===== src/rtl/branch_resolve_ctrl_pkg.sv =====
// rtl/branch_resolve_ctrl_pkg.sv - shared branch funct3 codes and controller state encoding
package branch_resolve_ctrl_pkg;

    localparam logic [2:0] BEQ  = 3'b000;
    localparam logic [2:0] BNE  = 3'b001;
    localparam logic [2:0] BLT  = 3'b100;
    localparam logic [2:0] BGE  = 3'b101;
    localparam logic [2:0] BLTU = 3'b110;
    localparam logic [2:0] BGEU = 3'b111;

    typedef enum logic [1:0] {
        IDLE     = 2'd0,
        RESOLVE  = 2'd1,
        REDIRECT = 2'd2
    } state_t;

endpackage


===== src/rtl/branch_resolve_ctrl_if.sv =====
// rtl/branch_resolve_ctrl_if.sv - decode/fetch facing branch, result and redirect signals
interface branch_resolve_ctrl_if #(
    parameter int XLEN = 32
);

    logic            br_valid;
    logic            br_ready;
    logic [XLEN-1:0] br_pc;
    logic [XLEN-1:0] br_imm;
    logic [2:0]      br_funct3;
    logic            br_pred_taken;
    logic [XLEN-1:0] rs1_data;
    logic [XLEN-1:0] rs2_data;

    logic            res_valid;
    logic            res_taken;
    logic            illegal;
    logic            flush;

    logic            redirect_valid;
    logic            redirect_ready;
    logic [XLEN-1:0] redirect_pc;

    modport master (
        output br_valid, br_pc, br_imm, br_funct3, br_pred_taken, rs1_data, rs2_data,
        output redirect_ready,
        input  br_ready, res_valid, res_taken, illegal, flush,
        input  redirect_valid, redirect_pc
    );

    modport slave (
        input  br_valid, br_pc, br_imm, br_funct3, br_pred_taken, rs1_data, rs2_data,
        input  redirect_ready,
        output br_ready, res_valid, res_taken, illegal, flush,
        output redirect_valid, redirect_pc
    );

endinterface


===== src/rtl/branch_comp.sv =====
// rtl/branch_comp.sv - shared equality / less-than branch comparator
module branch_comp #(
    parameter int N = 32
) (
    input  logic [N-1:0] a,
    input  logic [N-1:0] b,
    input  logic         br_un,
    output logic         br_eq,
    output logic         br_lt
);

    assign br_eq = (a == b);
    assign br_lt = br_un ? (a < b) : ($signed(a) < $signed(b));

endmodule


===== src/rtl/branch_resolve_ctrl.sv =====
// rtl/branch_resolve_ctrl.sv - execute-stage conditional branch resolution controller
module branch_resolve_ctrl
    import branch_resolve_ctrl_pkg::*;
#(
    parameter int XLEN  = 32,
    parameter int CNT_W = 16
) (
    input  logic                 clk,
    input  logic                 rst_n,
    branch_resolve_ctrl_if.slave bus,
    input  logic                 kill,
    input  logic                 clear_stats,
    output logic [CNT_W-1:0]     branch_cnt,
    output logic [CNT_W-1:0]     mispred_cnt
);

    state_t          state;
    state_t          state_nxt;

    logic [XLEN-1:0] pc_q;
    logic [XLEN-1:0] imm_q;
    logic [XLEN-1:0] rs1_q;
    logic [XLEN-1:0] rs2_q;
    logic [2:0]      funct3_q;
    logic            pred_q;
    logic [XLEN-1:0] redirect_pc_q;

    logic            br_eq;
    logic            br_lt;
    logic            taken;
    logic            legal;
    logic            in_resolve;
    logic            live;
    logic            mispredict;
    logic            ready;
    logic            accept;

    branch_comp #(.N(XLEN)) u_comp (
        .a     (rs1_q),
        .b     (rs2_q),
        .br_un (funct3_q[1]),
        .br_eq (br_eq),
        .br_lt (br_lt)
    );

    always_comb begin
        taken = 1'b0;
        legal = 1'b1;
        case (funct3_q)
            BEQ:        taken = br_eq;
            BNE:        taken = !br_eq;
            BLT, BLTU:  taken = br_lt;
            BGE, BGEU:  taken = !br_lt;
            default:    legal = 1'b0;
        endcase
    end

    // live gates every architecturally visible effect of the resolve cycle with kill
    assign in_resolve = (state == RESOLVE);
    assign live       = in_resolve && !kill;
    assign mispredict = in_resolve && legal && (taken != pred_q);

    // rst_n is folded in so the handshake output is also quiet while reset is held
    assign ready  = rst_n && !kill && ((state == IDLE) || (in_resolve && !mispredict));
    assign accept = bus.br_valid && ready;

    assign bus.br_ready       = ready;
    assign bus.res_valid      = live;
    assign bus.res_taken      = live && taken;
    assign bus.illegal        = live && !legal;
    assign bus.flush          = live && mispredict;
    assign bus.redirect_valid = (state == REDIRECT);
    assign bus.redirect_pc    = redirect_pc_q;

    always_comb begin
        state_nxt = state;
        if (kill) begin
            state_nxt = IDLE;
        end else begin
            case (state)
                IDLE: begin
                    if (accept) state_nxt = RESOLVE;
                end
                RESOLVE: begin
                    if (mispredict)  state_nxt = REDIRECT;
                    else if (accept) state_nxt = RESOLVE;
                    else             state_nxt = IDLE;
                end
                REDIRECT: begin
                    if (bus.redirect_ready) state_nxt = IDLE;
                end
                default: state_nxt = IDLE;
            endcase
        end
    end

    always_ff @(posedge clk or negedge rst_n) begin
        if (!rst_n) begin
            state <= IDLE;
        end else begin
            state <= state_nxt;
        end
    end

    always_ff @(posedge clk or negedge rst_n) begin
        if (!rst_n) begin
            pc_q     <= '0;
            imm_q    <= '0;
            rs1_q    <= '0;
            rs2_q    <= '0;
            funct3_q <= '0;
            pred_q   <= 1'b0;
        end else if (accept) begin
            pc_q     <= bus.br_pc;
            imm_q    <= bus.br_imm;
            rs1_q    <= bus.rs1_data;
            rs2_q    <= bus.rs2_data;
            funct3_q <= bus.br_funct3;
            pred_q   <= bus.br_pred_taken;
        end
    end

    // Captured on the flush cycle and held untouched for the whole REDIRECT wait
    always_ff @(posedge clk or negedge rst_n) begin
        if (!rst_n) begin
            redirect_pc_q <= '0;
        end else if (bus.flush) begin
            redirect_pc_q <= taken ? (pc_q + imm_q) : (pc_q + XLEN'(4));
        end
    end

    always_ff @(posedge clk or negedge rst_n) begin
        if (!rst_n) begin
            branch_cnt  <= '0;
            mispred_cnt <= '0;
        end else if (clear_stats) begin
            branch_cnt  <= '0;
            mispred_cnt <= '0;
        end else begin
            if (live && legal && (branch_cnt != '1)) begin
                branch_cnt <= branch_cnt + CNT_W'(1);
            end
            if (bus.flush && (mispred_cnt != '1)) begin
                mispred_cnt <= mispred_cnt + CNT_W'(1);
            end
        end
    end

endmodule


===== src/flat_wrapper.sv =====
// flat-port wrapper written by rule: the top's interface ports become plain ports
module branch_resolve_ctrl_flat import branch_resolve_ctrl_pkg::*;
#(
    parameter int XLEN  = 32,
    parameter int CNT_W = 16
)
  (clk, rst_n, kill, clear_stats, branch_cnt, mispred_cnt, bus_br_valid, bus_br_pc, bus_br_imm, bus_br_funct3, bus_br_pred_taken, bus_rs1_data, bus_rs2_data, bus_redirect_ready, bus_br_ready, bus_res_valid, bus_res_taken, bus_illegal, bus_flush, bus_redirect_valid, bus_redirect_pc);
  branch_resolve_ctrl_if #(.XLEN(XLEN)) bus_i ();
  input  logic clk;
  input  logic rst_n;
  input  logic kill;
  input  logic clear_stats;
  output logic [CNT_W-1:0] branch_cnt;
  output logic [CNT_W-1:0] mispred_cnt;
  input wire logic [$bits(bus_i.br_valid)-1:0] bus_br_valid;
  input wire logic [$bits(bus_i.br_pc)-1:0] bus_br_pc;
  input wire logic [$bits(bus_i.br_imm)-1:0] bus_br_imm;
  input wire logic [$bits(bus_i.br_funct3)-1:0] bus_br_funct3;
  input wire logic [$bits(bus_i.br_pred_taken)-1:0] bus_br_pred_taken;
  input wire logic [$bits(bus_i.rs1_data)-1:0] bus_rs1_data;
  input wire logic [$bits(bus_i.rs2_data)-1:0] bus_rs2_data;
  input wire logic [$bits(bus_i.redirect_ready)-1:0] bus_redirect_ready;
  output wire logic [$bits(bus_i.br_ready)-1:0] bus_br_ready;
  output wire logic [$bits(bus_i.res_valid)-1:0] bus_res_valid;
  output wire logic [$bits(bus_i.res_taken)-1:0] bus_res_taken;
  output wire logic [$bits(bus_i.illegal)-1:0] bus_illegal;
  output wire logic [$bits(bus_i.flush)-1:0] bus_flush;
  output wire logic [$bits(bus_i.redirect_valid)-1:0] bus_redirect_valid;
  output wire logic [$bits(bus_i.redirect_pc)-1:0] bus_redirect_pc;
  assign bus_i.br_valid = bus_br_valid;
  assign bus_i.br_pc = bus_br_pc;
  assign bus_i.br_imm = bus_br_imm;
  assign bus_i.br_funct3 = bus_br_funct3;
  assign bus_i.br_pred_taken = bus_br_pred_taken;
  assign bus_i.rs1_data = bus_rs1_data;
  assign bus_i.rs2_data = bus_rs2_data;
  assign bus_i.redirect_ready = bus_redirect_ready;
  assign bus_br_ready = bus_i.br_ready;
  assign bus_res_valid = bus_i.res_valid;
  assign bus_res_taken = bus_i.res_taken;
  assign bus_illegal = bus_i.illegal;
  assign bus_flush = bus_i.flush;
  assign bus_redirect_valid = bus_i.redirect_valid;
  assign bus_redirect_pc = bus_i.redirect_pc;
  branch_resolve_ctrl #(.XLEN(XLEN), .CNT_W(CNT_W)) u_core (.clk(clk), .rst_n(rst_n), .bus(bus_i), .kill(kill), .clear_stats(clear_stats), .branch_cnt(branch_cnt), .mispred_cnt(mispred_cnt));
endmodule

===== config.mk =====
export PLATFORM = sky130hd
export DESIGN_NAME = branch_resolve_ctrl_flat
export DESIGN_NICKNAME = d
export VERILOG_FILES = /design/src/rtl/branch_resolve_ctrl_pkg.sv /design/src/rtl/branch_resolve_ctrl_if.sv /design/src/rtl/branch_comp.sv /design/src/rtl/branch_resolve_ctrl.sv /design/src/flat_wrapper.sv
export SDC_FILE = /design/constraint.sdc
export NUM_CORES = 1
export LEC_CHECK = 0
export ABC_AREA = 1
export ABC_CLOCK_PERIOD_IN_PS = 4600
export BUFFER_PORTS_ARGS = -buffer_cell sky130_fd_sc_hd__buf_2
export CAP_MARGIN = 20
export CORE_MARGIN = 1.5
export CORE_UTILIZATION = 59
export DETAILED_ROUTE_END_ITERATION = 8
export MAX_ROUTING_LAYER = met4
export PLACE_DENSITY = 0.83
export SYNTH_ARGS = -nofsm -noshare
export SYNTH_HDL_FRONTEND = slang
export SYNTH_HIERARCHICAL = 1
export SYNTH_SLANG_ARGS = --single-unit

===== constraint.sdc =====
create_clock -name clk -period 4.6 [get_ports clk]
set_input_delay 0.92 -clock clk [delete_from_list [all_inputs] [get_ports clk]]
set_output_delay 0.92 -clock clk [all_outputs]
set_load 0.05 [all_outputs]

Word level (Yosys, flattened, before mapping)
Cells that the tools add are included.

cells by class
  $add $sub $neg = 4
  magnitude comparators = 2
  equal/unequal tests = 13
  mux-type cells = 14
  reduce and logical (&&, ||, !) cells = 27

operator list
  cell                   count
  $lt 32x32->1           2
  $mux 16                4
  $add 16x1->16 const B  2
  $add 32x3->32 const B  1
  $add 32x32->32         1
  $eq 32x32->1           1
  $mux 32                1
  $ne 16x16->1 const B   2
  $logic_and 1x1->1      13
  $eq 3x3->1 const B     4
  $mux 2                 4
  $pmux 2 s3             1
  $reduce_or 6->1        1
  $logic_not 1->1        5
  $pmux 1 s4             1
  $reduce_bool 2->1      2
  $reduce_or 2->1        2
  $eq 3x1->1 const B     1
  $logic_not 3->1        1
  $mux 1                 3
  $ne 3x2->1 const B     1
  $ne 3x3->1 const B     1
  $eq 2x1->1 const B     1
  $eq 2x2->1 const B     1
  other kinds (4)        4

storage, ports and cells
  register bits after elaboration = 198
  output and inout port bits = 70
  logic and storage cells = 70

Longest topological paths before layout
Gate-level depths: netlist of the first run.

  depth after elaboration = 15
  mapped depth = 26
  mapped depth without buffers = 25

Hierarchy
Netlist of the first run, hierarchy kept.

modules (own cells, without submodules)
  module               instances  cells each  area an instance (um^2)  seq. area each (um^2)
  branch_resolve_ctrl  1          1,622       11,526.1                 4,954.8
  branch_comp          1          146         902.1                    0.0

Worst setup path after synthesis of the first run
No wires, ideal clock.

  path type = register to output
  start = register u_core.rs1_q[21]
  end = output bus_res_taken
  arrival = 2,535 ps
  required time = 3,680 ps
  path slack = 1,145 ps
  stages on the path, launching flop included = 15
  cells stage by stage = dfrtp_1 > ha_1 > a21oi_1 > nor2_1 > nor2_1 > nand3_1 > a21oi_2 > nand3_1 > nand2_1 > nand2_1 > nand2_1 > xor2_2 > nand2_1 > clkbuf_1 > nor2_1

on the way
  cells in the longest elaborated chain, start to end = 5

ends and longest elaborated chain
  item                    line                        text
  from (decl)             branch_resolve_ctrl.sv:22   logic [XLEN-1:0] rs1_q;
  from (signal assigned)  branch_resolve_ctrl.sv:116  rs1_q <= bus.rs1_data;
  $lt 32x32->1            branch_comp.sv:13           assign br_lt = br_un ? (a < b) : ($signed(a) < $signed(b));
  $mux 1 *                branch_comp.sv:13
  via u_core.br_lt        branch_resolve_ctrl.sv:29   logic br_lt;
  $logic_not 1->1         branch_resolve_ctrl.sv:53   BGE, BGEU: taken = !br_lt;
  $pmux 1 s4 *            branch_resolve_ctrl.sv:49   case (funct3_q)
  $logic_and 1x1->1 *     branch_resolve_ctrl.sv:69   assign bus.res_taken = live && taken;
  to (decl)               flat_wrapper.sv:25          output wire logic [$bits(bus_i.res_taken)-1:0] bus_res_taken;

Mark *: on every way through the listed nets, which the timed path passes. The rest lies on a longest branch.

Worst setup path after layout of the first run
  start = register u_core.rs1_q[19]
  end = output bus_br_ready

on the way
  cells in the longest elaborated chain, start to end = 10

ends and longest elaborated chain
  item                 line                       text
  $lt 32x32->1         branch_comp.sv:13
  $mux 1 *             branch_comp.sv:13
  via u_core.br_lt     branch_resolve_ctrl.sv:29
  $logic_not 1->1      branch_resolve_ctrl.sv:53
  $pmux 1 s4 *         branch_resolve_ctrl.sv:49
  $ne 1x1->1 *         branch_resolve_ctrl.sv:61  assign mispredict = in_resolve && legal && (taken != pred_q);
  $logic_and 1x1->1 *  branch_resolve_ctrl.sv:61
  $logic_not 1->1 *    branch_resolve_ctrl.sv:64  assign ready = rst_n && !kill && ((state == IDLE) || (in_resolve && !mispredict));
  $logic_and 1x1->1 *  branch_resolve_ctrl.sv:64
  $logic_or 1x1->1 *   branch_resolve_ctrl.sv:64
  $logic_and 1x1->1 *  branch_resolve_ctrl.sv:64
  to (decl)            flat_wrapper.sv:23         output wire logic [$bits(bus_i.br_ready)-1:0] bus_br_ready;

Marks and branches as above.

==> results of run 1 <==
-- stage by stage --
step,power [mW],hold slack [ps],std cells,utilization,worst slack [ps]
global placement,5.43,458,2211,0.670,1090
detailed placement,5.50,466,2211,0.670,988
finish,7.11,405,2245,0.702,411
floorplan,4.63,453,1768,-,1150
global route,7.58,407,2245,0.702,220
CTS,7.11,405,2243,0.702,413
-- final cells by class --
class / count / area (um^2)
diodes: 2 / 5.00
clock buffers: 18 / 439
clock inverters: 14 / 199
fillers: 1766 / 6090
inverters: 321 / 1200
multi-input cells: 1201 / 6010
flip-flops and latches: 198 / 4950
well taps: 270 / 338
repair buffers: 221 / 1190
-- layout by cell type (no fill, tap or decap), drive strengths merged, types with 4 or more instances in the layout --
master	synthesis	final
nand4	20	20
xor2	24	24
clkinv	1	7
ha	66	66
a31oi	8	8
nand3	91	91
o21ai	158	158
nand3b	17	17
clkbuf	13	19
nand2	516	516
dfrtp	198	198
nor2	138	138
or2	7	7
inv	320	327
nor3b	4	4
nor3	32	32
o21bai	6	6
buf	35	220
a21oi	94	94
-- where the power goes --
part	total, mW	switching (mW)	leakage [nW]	internal (mW)
clock network	1.57	0.764	0.310	0.810
registers	2.52	0.365	2.50	2.15
logic	3.02	2.08	5.31	0.948
total	7.11	3.20	8.13	3.91
-- registers in the layout, summed over array words and instances (netlist names) --
name,flops
u_core/bus.redirect_pc,32
u_core/imm_q,32
u_core/funct3_q,3
u_core/branch_cnt,16
u_core/rs1_q,32
u_core/mispred_cnt,16
u_core/pc_q,32
u_core/rs2_q,32
u_core/state,2
u_core/pred_q,1
-- routing by layer --
| layer | global-route usage | share of wire | routed length [um] |
|---|---|---|---|
| met1 | 0.439 | 0.43 | 15100 |
| met2 | 0.559 | 0.48 | 16800 |
| met3 | 0.0491 | 0.064 | 2230 |
| met4 | 0.0916 | 0.022 | 756 |
| met5 | - | 0 | 0 |
-- worst max-delay path: cells and delay by family (launching register included) --
family	cells	cell delay, ps
AND/OR/NAND/NOR	9	990
XOR/XNOR	2	480
flip-flops	1	400
AO/OA/AOI/OAI	2	380
adder cells (fa/ha/maj)	1	340
buffers and inverters	2	240
-- path summary, 6_finish.rpt --
kind,from,to,slack (ps),depth (start not counted)
worst min-delay path,rst_n,u_core/imm_q[1],400,1
min in group clk,u_core/bus.redirect_pc[14],u_core/bus.redirect_pc[14],480,2
worst max register to register,u_core/rs1_q[19],u_core/rs2_q[23],1030,17
max in group asynchronous,rst_n,u_core/rs2_q[17],2500,3
worst max-delay path,u_core/rs1_q[19],bus_br_ready,410,16
worst min register to register,u_core/bus.redirect_pc[14],u_core/bus.redirect_pc[14],480,2
-- kinds of logic after synthesis --
group / Yosys count
buffers and inverters: 369
AO/OA/AOI/OAI: 276
XOR/XNOR: 27
flip-flops: 198
adder cells (fa/ha/maj): 67
AND/OR/NAND/NOR: 831
==> impl_results.html, run 1 <==
<table>
<tr><th>Metric</th><th>Value</th></tr>
<tr><th colspan="2">Status</th></tr>
<tr><td>Result of the run</td><td>finished clean</td></tr>
<tr><th colspan="2">Clocking</th></tr>
<tr><td>CTS clock-pin slew for the worst setup and hold paths</td><td>80 ps</td></tr>
<tr><td>Max Root-Sink Buffers</td><td>2</td></tr>
<tr><td>Root buffer selected by CTS</td><td>sky130_fd_sc_hd__clkbuf_16</td></tr>
<tr><td>TritonCTS buffer count</td><td>17</td></tr>
<tr><td>Number of gates resized after cts</td><td>0</td></tr>
<tr><td>Max H-tree Level</td><td>4</td></tr>
<tr><td>Clock tree from TritonCTS</td><td>yes</td></tr>
<tr><td>Number of hold buffers added after CTS</td><td>0</td></tr>
<tr><td>Clock sink total</td><td>198</td></tr>
<tr><td>Post CTS Setup Buffer Count</td><td>0</td></tr>
<tr><td>Clk Latency, worst-skew pair</td><td>440 ps</td></tr>
<tr><th colspan="2">Floorplanning</th></tr>
<tr><td>Die extent in x</td><td>148 um</td></tr>
<tr><td>Ports</td><td>208</td></tr>
<tr><td>Height of the die</td><td>148 um</td></tr>
<tr><td>Total die area</td><td>0.0219 mm^2</td></tr>
<tr><td>Cell row count</td><td>52</td></tr>
<tr><td>Core outline area</td><td>0.0204 mm^2</td></tr>
<tr><td>Starting Density</td><td>0.608</td></tr>
<tr><th colspan="2">Worst setup path</th></tr>
<tr><td>Data required time at the worst endpoint</td><td>3680 ps</td></tr>
<tr><td>Maximum single-stage delay on the critical path</td><td>400 ps</td></tr>
<tr><td>Worst-path fanout max</td><td>2</td></tr>
<tr><td>Crit path kind</td><td>flip-flop to output port</td></tr>
<tr><td>Startpoint Class</td><td>flip-flop</td></tr>
<tr><td>Critical path's slowest cell</td><td>sky130_fd_sc_hd__dfrtp_1</td></tr>
<tr><td>WP data arrival</td><td>3270 ps</td></tr>
<tr><td>Top cell by count, worst path</td><td>sky130_fd_sc_hd__nand2_1</td></tr>
<tr><td>Critical path endpoint category</td><td>output port</td></tr>
<tr><td>Sequence of cells on the critical path</td><td>ha_1 &gt; a21oi_1 &gt; nand2_1 &gt; nand2_1 &gt; nand3_1 &gt; a21oi_2 &gt; nand3_1 &gt; nand2_1 &gt; nand2_1 &gt; nand2_1 &gt; xor2_2 &gt; xor2_1 &gt; nand4_1 &gt; nand2_1 &gt; inv_1 &gt; buf_2</td></tr>
<tr><th colspan="2">Synthesis</th></tr>
<tr><td>Cell with the most instances after synthesis</td><td>sky130_fd_sc_hd__nand2_1</td></tr>
<tr><td>Largest family of logic cells by synthesized area</td><td>simple AND/OR/NAND/NOR gates</td></tr>
<tr><td>Portion of netlist area occupied by mux cells</td><td>0</td></tr>
<tr><td>Synth Cell Area</td><td>0.0124 mm^2</td></tr>
<tr><td>Nets in the synthesized netlist</td><td>1,973</td></tr>
<tr><td>Post-synthesis compound-gate area fraction</td><td>0.116</td></tr>
<tr><td>Area share of and/or/nand/nor cells after synthesis</td><td>0.279</td></tr>
<tr><td>Area contributors post-synth</td><td>sky130_fd_sc_hd__dfrtp_1 40%, sky130_fd_sc_hd__nand2_1 15%, sky130_fd_sc_hd__inv_1 9.5%</td></tr>
<tr><td>Total of flip-flops plus latches after synthesis</td><td>198</td></tr>
<tr><td>Register area share after synthesis</td><td>0.399</td></tr>
<tr><td>Leading register cell type out of synthesis</td><td>sky130_fd_sc_hd__dfrtp_1</td></tr>
<tr><td>Proportion of netlist area held by the largest area contributor</td><td>0.399</td></tr>
<tr><td>FFs w/ async S/R, synth</td><td>1.00</td></tr>
<tr><td>Post-synthesis share of cell area spent on xor and xnor gates</td><td>0.0196</td></tr>
<tr><td>Post-synth top cells</td><td>512 x sky130_fd_sc_hd__nand2_1, 314 x sky130_fd_sc_hd__inv_1, 198 x sky130_fd_sc_hd__dfrtp_1</td></tr>
<tr><td>Post-Syn Instances</td><td>1,768</td></tr>
<tr><td>Post-synth EDFFs</td><td>0</td></tr>
<tr><td>Syn Area/Cell</td><td>7.03 um^2</td></tr>
<tr><td>Number of unique standard cell types used by synthesis</td><td>42</td></tr>
<tr><td>Fraction of the mapped netlist area in adder cells</td><td>0.0681</td></tr>
<tr><td>Cell type with the largest total area after synthesis</td><td>sky130_fd_sc_hd__dfrtp_1</td></tr>
<tr><td>Number of warnings reported in the yosys synthesis log</td><td>6</td></tr>
<tr><th colspan="2">Global route</th></tr>
<tr><td>Sum of overflow across all layers after global routing</td><td>0</td></tr>
<tr><td>Wire length of the first global-routing pass</td><td>56.7 mm</td></tr>
<tr><td>Number of global-route vias before repair</td><td>11,500</td></tr>
<tr><td>Pin count of the biggest net entering global routing</td><td>65</td></tr>
<tr><td>Overall Global Routing Usage</td><td>0.338</td></tr>
<tr><td>Antenna violations before repair</td><td>2</td></tr>
<tr><th colspan="2">Place</th></tr>
<tr><td>Area after DPL</td><td>0.0137 mm^2</td></tr>
<tr><td>Routability congestion estimate from global placement</td><td>0.983</td></tr>
<tr><td>IO Port Bufs</td><td>207</td></tr>
<tr><td>Half-perimeter wire length after placement</td><td>26.6 mm</td></tr>
<tr><th colspan="2">Layout</th></tr>
<tr><td>Area growth, synth to finish</td><td>15.4%</td></tr>
<tr><td>Share of cells above drive strength 1</td><td>0.141</td></tr>
<tr><td>Nets@finish</td><td>2,165</td></tr>
<tr><td>Cell area after layout</td><td>0.0143 mm^2</td></tr>
<tr><th colspan="2">STA</th></tr>
<tr><td>Endpoints failing setup</td><td>0</td></tr>
<tr><td>Post-route clock period utilization</td><td>0.911</td></tr>
<tr><td>TNS Setup</td><td>0 ps</td></tr>
<tr><td>Total count of max-transition violations in the final report</td><td>0</td></tr>
<tr><td>Unrepaired setup endpoints after global routing</td><td>false</td></tr>
<tr><td>Number of hold violations in the final report</td><td>0</td></tr>
<tr><td>Fmax</td><td>239 MHz</td></tr>
<tr><td>Relative slew slack</td><td>0.445</td></tr>
<tr><td>Worst Max-Slew Pin Slew</td><td>833 ps</td></tr>
<tr><td>Clock Skew</td><td>15.7 ps</td></tr>
<tr><td>Post-layout min period</td><td>4190 ps</td></tr>
<tr><th colspan="2">Power</th></tr>
<tr><td>Highest ir drop seen on vdd</td><td>0.249 mV</td></tr>
<tr><td>Pwr dens</td><td>496 mW/mm^2</td></tr>
<tr><td>Static power due to leakage</td><td>8.13 nW</td></tr>
<tr><th colspan="2">Job</th></tr>
<tr><td>Max Cap Viol</td><td>0</td></tr>
<tr><th colspan="2">Routing</th></tr>
<tr><td>Vias</td><td>11,900</td></tr>
<tr><td>DRT iter0 DRCs</td><td>936</td></tr>
<tr><td>Vias per inst</td><td>5.31</td></tr>
<tr><td>Total wirelength of the detailed-routed design</td><td>34.9 mm</td></tr>
<tr><td>Post-DR wirelength/cell</td><td>15.5 um</td></tr>
<tr><td>DRC viols</td><td>0</td></tr>
<tr><td>Number of antenna-violating nets in the routed design</td><td>0</td></tr>
<tr><td>Drt pass-1 iters</td><td>5</td></tr>
<tr><th colspan="2">Min path</th></tr>
<tr><td>Class of the tightest hold or removal check</td><td>primary input to async pin</td></tr>
</table>
Note: power is estimated with default switching activity, not from simulation.
==> run 2: changes to the inputs <==
Settings changed: RECOVER_POWER from default to 50.
==> impl_results.html, run 2 (same netlist as run 1, synthesis figures left out) <==
<table>
<tr><th>Metric</th><th>Value</th></tr>
<tr><th colspan="2">Routing</th></tr>
<tr><td>Post-DR wirelength/cell</td><td>15.6 um (+0.38%)</td></tr>
<tr><td>Vias per inst</td><td>5.32 (+0.31%)</td></tr>
<tr><td>DRC viols</td><td>0 (unchanged)</td></tr>
<tr><td>Drt pass-1 iters</td><td>5 (unchanged)</td></tr>
<tr><td>Vias</td><td>11,900 (+0.31%)</td></tr>
<tr><td>DRT iter0 DRCs</td><td>939 (+0.32%)</td></tr>
<tr><td>Total wirelength of the detailed-routed design</td><td>35.0 mm (+0.38%)</td></tr>
<tr><td>Number of antenna-violating nets in the routed design</td><td>0 (unchanged)</td></tr>
<tr><th colspan="2">Worst setup path</th></tr>
<tr><td>Depth of the worst register-to-register path</td><td>17 (unchanged)</td></tr>
<tr><td>Maximum single-stage delay on the critical path</td><td>400 ps (about the same)</td></tr>
<tr><td>Worst-path fanout max</td><td>2 (unchanged)</td></tr>
<tr><td>Buffering stage count on the worst path with inverters included</td><td>2 (unchanged)</td></tr>
<tr><td>Critical path's slowest cell</td><td>sky130_fd_sc_hd__dfrtp_1</td></tr>
<tr><td>Data required time at the worst endpoint</td><td>3680 ps (about the same)</td></tr>
<tr><td>Setup slack, reg-to-reg</td><td>1050 ps (+20 ps)</td></tr>
<tr><td>Critical path endpoint category</td><td>output port</td></tr>
<tr><td>Startpoint Class</td><td>flip-flop</td></tr>
<tr><td>Top cell by count, worst path</td><td>sky130_fd_sc_hd__nand2_1</td></tr>
<tr><td>Capturing instance or port of the critical path</td><td>bus_br_ready</td></tr>
<tr><td>WP data arrival</td><td>3250 ps (-20 ps)</td></tr>
<tr><td>Top Family by Delay on Critical Path</td><td>simple AND/OR/NAND/NOR gates</td></tr>
<tr><td>Crit path depth</td><td>16 (unchanged)</td></tr>
<tr><td>Crit path kind</td><td>flip-flop to output port</td></tr>
<tr><td>Startpoint of the most critical setup path</td><td>u_core/rs1_q[19]</td></tr>
<tr><td>End of the worst register-to-register path</td><td>u_core/rs2_q[10]</td></tr>
<tr><td>Sequence of cells on the critical path</td><td>ha_1 &gt; a21oi_1 &gt; nand2_1 &gt; nand2_1 &gt; nand3_1 &gt; a21oi_2 &gt; nand3_1 &gt; nand2_1 &gt; nand2_1 &gt; nand2_1 &gt; xor2_2 &gt; xor2_1 &gt; nand4_1 &gt; nand2_1 &gt; inv_1 &gt; buf_2</td></tr>
<tr><td>R2R Path Start</td><td>u_core/rs1_q[19]</td></tr>
<tr><th colspan="2">Place</th></tr>
<tr><td>Routability congestion estimate from global placement</td><td>0.983 (unchanged)</td></tr>
<tr><td>Half-perimeter wire length after placement</td><td>26.6 mm (unchanged)</td></tr>
<tr><td>IO Port Bufs</td><td>207 (unchanged)</td></tr>
<tr><th colspan="2">STA</th></tr>
<tr><td>Post-route clock period utilization</td><td>0.906 (-0.00449)</td></tr>
<tr><td>Relative slew slack</td><td>-0.837 (-1.28)</td></tr>
<tr><td>TNS Setup</td><td>0 ps (unchanged)</td></tr>
<tr><td>Number of hold violations in the final report</td><td>0 (unchanged)</td></tr>
<tr><td>Total count of max-transition violations in the final report</td><td>117 (+117)</td></tr>
<tr><td>Unrepaired setup endpoints after global routing</td><td>false</td></tr>
<tr><td>Endpoints failing setup</td><td>0 (unchanged)</td></tr>
<tr><td>Worst Max-Slew Pin Slew</td><td>2760 ps (+1920 ps)</td></tr>
<tr><td>Clock Skew</td><td>15.6 ps (-0.103 ps)</td></tr>
<tr><td>Fmax</td><td>240 MHz (+0.50%)</td></tr>
<tr><td>Post-layout min period</td><td>4170 ps (-20.7 ps)</td></tr>
<tr><th colspan="2">Global route</th></tr>
<tr><td>Overall Global Routing Usage</td><td>0.338 (unchanged)</td></tr>
<tr><td>Number of global-route vias before repair</td><td>11,500 (unchanged)</td></tr>
<tr><td>Pin count of the biggest net entering global routing</td><td>65 (unchanged)</td></tr>
<tr><td>Sum of overflow across all layers after global routing</td><td>0 (unchanged)</td></tr>
<tr><td>Wire length of the first global-routing pass</td><td>56.7 mm (unchanged)</td></tr>
<tr><td>Antenna violations before repair</td><td>2 (unchanged)</td></tr>
<tr><th colspan="2">Clocking</th></tr>
<tr><td>TritonCTS buffer count</td><td>17 (unchanged)</td></tr>
<tr><td>Root buffer selected by CTS</td><td>sky130_fd_sc_hd__clkbuf_16</td></tr>
<tr><td>Clock sink total</td><td>198 (unchanged)</td></tr>
<tr><td>Clock tree from TritonCTS</td><td>yes</td></tr>
<tr><td>Post CTS Setup Buffer Count</td><td>0 (unchanged)</td></tr>
<tr><td>CTS clock-pin slew for the worst setup and hold paths</td><td>80 ps (about the same)</td></tr>
<tr><td>Max H-tree Level</td><td>4 (unchanged)</td></tr>
<tr><td>Clk Latency, worst-skew pair</td><td>440 ps (about the same)</td></tr>
<tr><td>Max Root-Sink Buffers</td><td>2 (unchanged)</td></tr>
<tr><td>Number of hold buffers added after CTS</td><td>0 (unchanged)</td></tr>
<tr><td>Number of gates resized after cts</td><td>0 (unchanged)</td></tr>
<tr><th colspan="2">Floorplanning</th></tr>
<tr><td>Ports</td><td>208 (unchanged)</td></tr>
<tr><td>Starting Density</td><td>0.608 (unchanged)</td></tr>
<tr><td>Die extent in x</td><td>148 um (unchanged)</td></tr>
<tr><td>Height of the die</td><td>148 um (unchanged)</td></tr>
<tr><td>Total die area</td><td>0.0219 mm^2 (unchanged)</td></tr>
<tr><td>Core outline area</td><td>0.0204 mm^2 (unchanged)</td></tr>
<tr><td>Cell row count</td><td>52 (unchanged)</td></tr>
<tr><th colspan="2">Power</th></tr>
<tr><td>Static power due to leakage</td><td>7.88 nW (-3.1%)</td></tr>
<tr><td>Highest ir drop seen on vdd</td><td>0.248 mV (-0.34%)</td></tr>
<tr><td>Pwr dens</td><td>497 mW/mm^2 (+0.14%)</td></tr>
<tr><th colspan="2">Job</th></tr>
<tr><td>Max Cap Viol</td><td>2 (+2)</td></tr>
<tr><th colspan="2">Layout</th></tr>
<tr><td>Fill cell count</td><td>1,797 (+1.8%)</td></tr>
<tr><td>Most common cell after layout, fill and taps aside</td><td>sky130_fd_sc_hd__nand2_1</td></tr>
<tr><td>Utilization of the core after routing</td><td>0.697 (-0.00447)</td></tr>
<tr><td>Total area of sequential cells</td><td>0.00495 mm^2 (unchanged)</td></tr>
<tr><td>Area taken by multi-input logic gates</td><td>0.00601 mm^2 (unchanged)</td></tr>
<tr><td>Share of cells above drive strength 1</td><td>0.107 (-0.0340)</td></tr>
<tr><td>Nets@finish</td><td>2,165 (unchanged)</td></tr>
<tr><td>Highest-count cells in the layout ignoring fill and taps</td><td>512 x sky130_fd_sc_hd__nand2_1, 314 x sky130_fd_sc_hd__inv_1, 198 x sky130_fd_sc_hd__dfrtp_1</td></tr>
<tr><td>Area growth, synth to finish</td><td>14.6%</td></tr>
<tr><th colspan="2">Status</th></tr>
<tr><td>Result of the run</td><td>finished with violations</td></tr>
<tr><td>Failing checks</td><td>max-capacitance violations, max-slew violations</td></tr>
<tr><th colspan="2">Min path</th></tr>
<tr><td>Class of the tightest hold or removal check</td><td>primary input to async pin</td></tr>
</table>
[run 2: changes by cell type in the layout (fill, tap and decap cells not counted)]
cell and delta:
sky130_fd_sc_hd__buf_2 -66, sky130_fd_sc_hd__clkbuf_1 +67, sky130_fd_sc_hd__clkbuf_2 +2, sky130_fd_sc_hd__buf_4 -3
[run 2: final cells by class]
cell class	count	share of cell area
multi-input combinational	1201	0.422
sequential	198	0.348
inverter	321	0.0846
timing repair buffer	221	0.0769
clock buffer	18	0.0308
tap	270	0.0237
clock inverter	14	0.0140
antenna	2	0.000351
[run 2: per-stage QoR]
stage / power (mW) / setup slack [ps] / hold slack, ps / instances / area, um^2
global route: 7.54 / 220 / 410 / 2245 / 14200
finish: 7.08 / 432 / 407 / 2245 / 14200
detailed placement: 5.50 / 988 / 466 / 2211 / 13700
floorplan: 4.63 / 1150 / 453 / 1768 / 12400
CTS: 7.11 / 413 / 405 / 2243 / 14300
global placement: 5.43 / 1090 / 458 / 2211 / 13700
[run 2: how the worst min path moves through the flow]
stage	from	end	cells past startpoint
after floorplan	u_core/rs1_q[0]	u_core/rs1_q[0]	2
after global placement	u_core/bus.redirect_pc[18]	u_core/bus.redirect_pc[18]	2
after detailed placement	u_core/bus.redirect_pc[31]	u_core/bus.redirect_pc[31]	2
after CTS	rst_n	u_core/imm_q[1]	1
after global routing	rst_n	u_core/imm_q[1]	1
final	rst_n	u_core/imm_q[1]	1
[run 2: power by group]
part           internal [mW]  switching [mW]
Sequential              2.15           0.370
Combinational          0.904            2.08
Clock                  0.810           0.767
[run 2: routing by layer]
| layer | GRT usage | routed length (um) | vias to the layer above |
|---|---|---|---|
| li1 | - | - | 5940 |
| met1 | 0.439 | 15100 | 5514 |
| met2 | 0.559 | 16800 | 434 |
| met3 | 0.0491 | 2280 | 59 |
| met4 | 0.0916 | 776 | 0 |
| met5 | - | 0 | - |
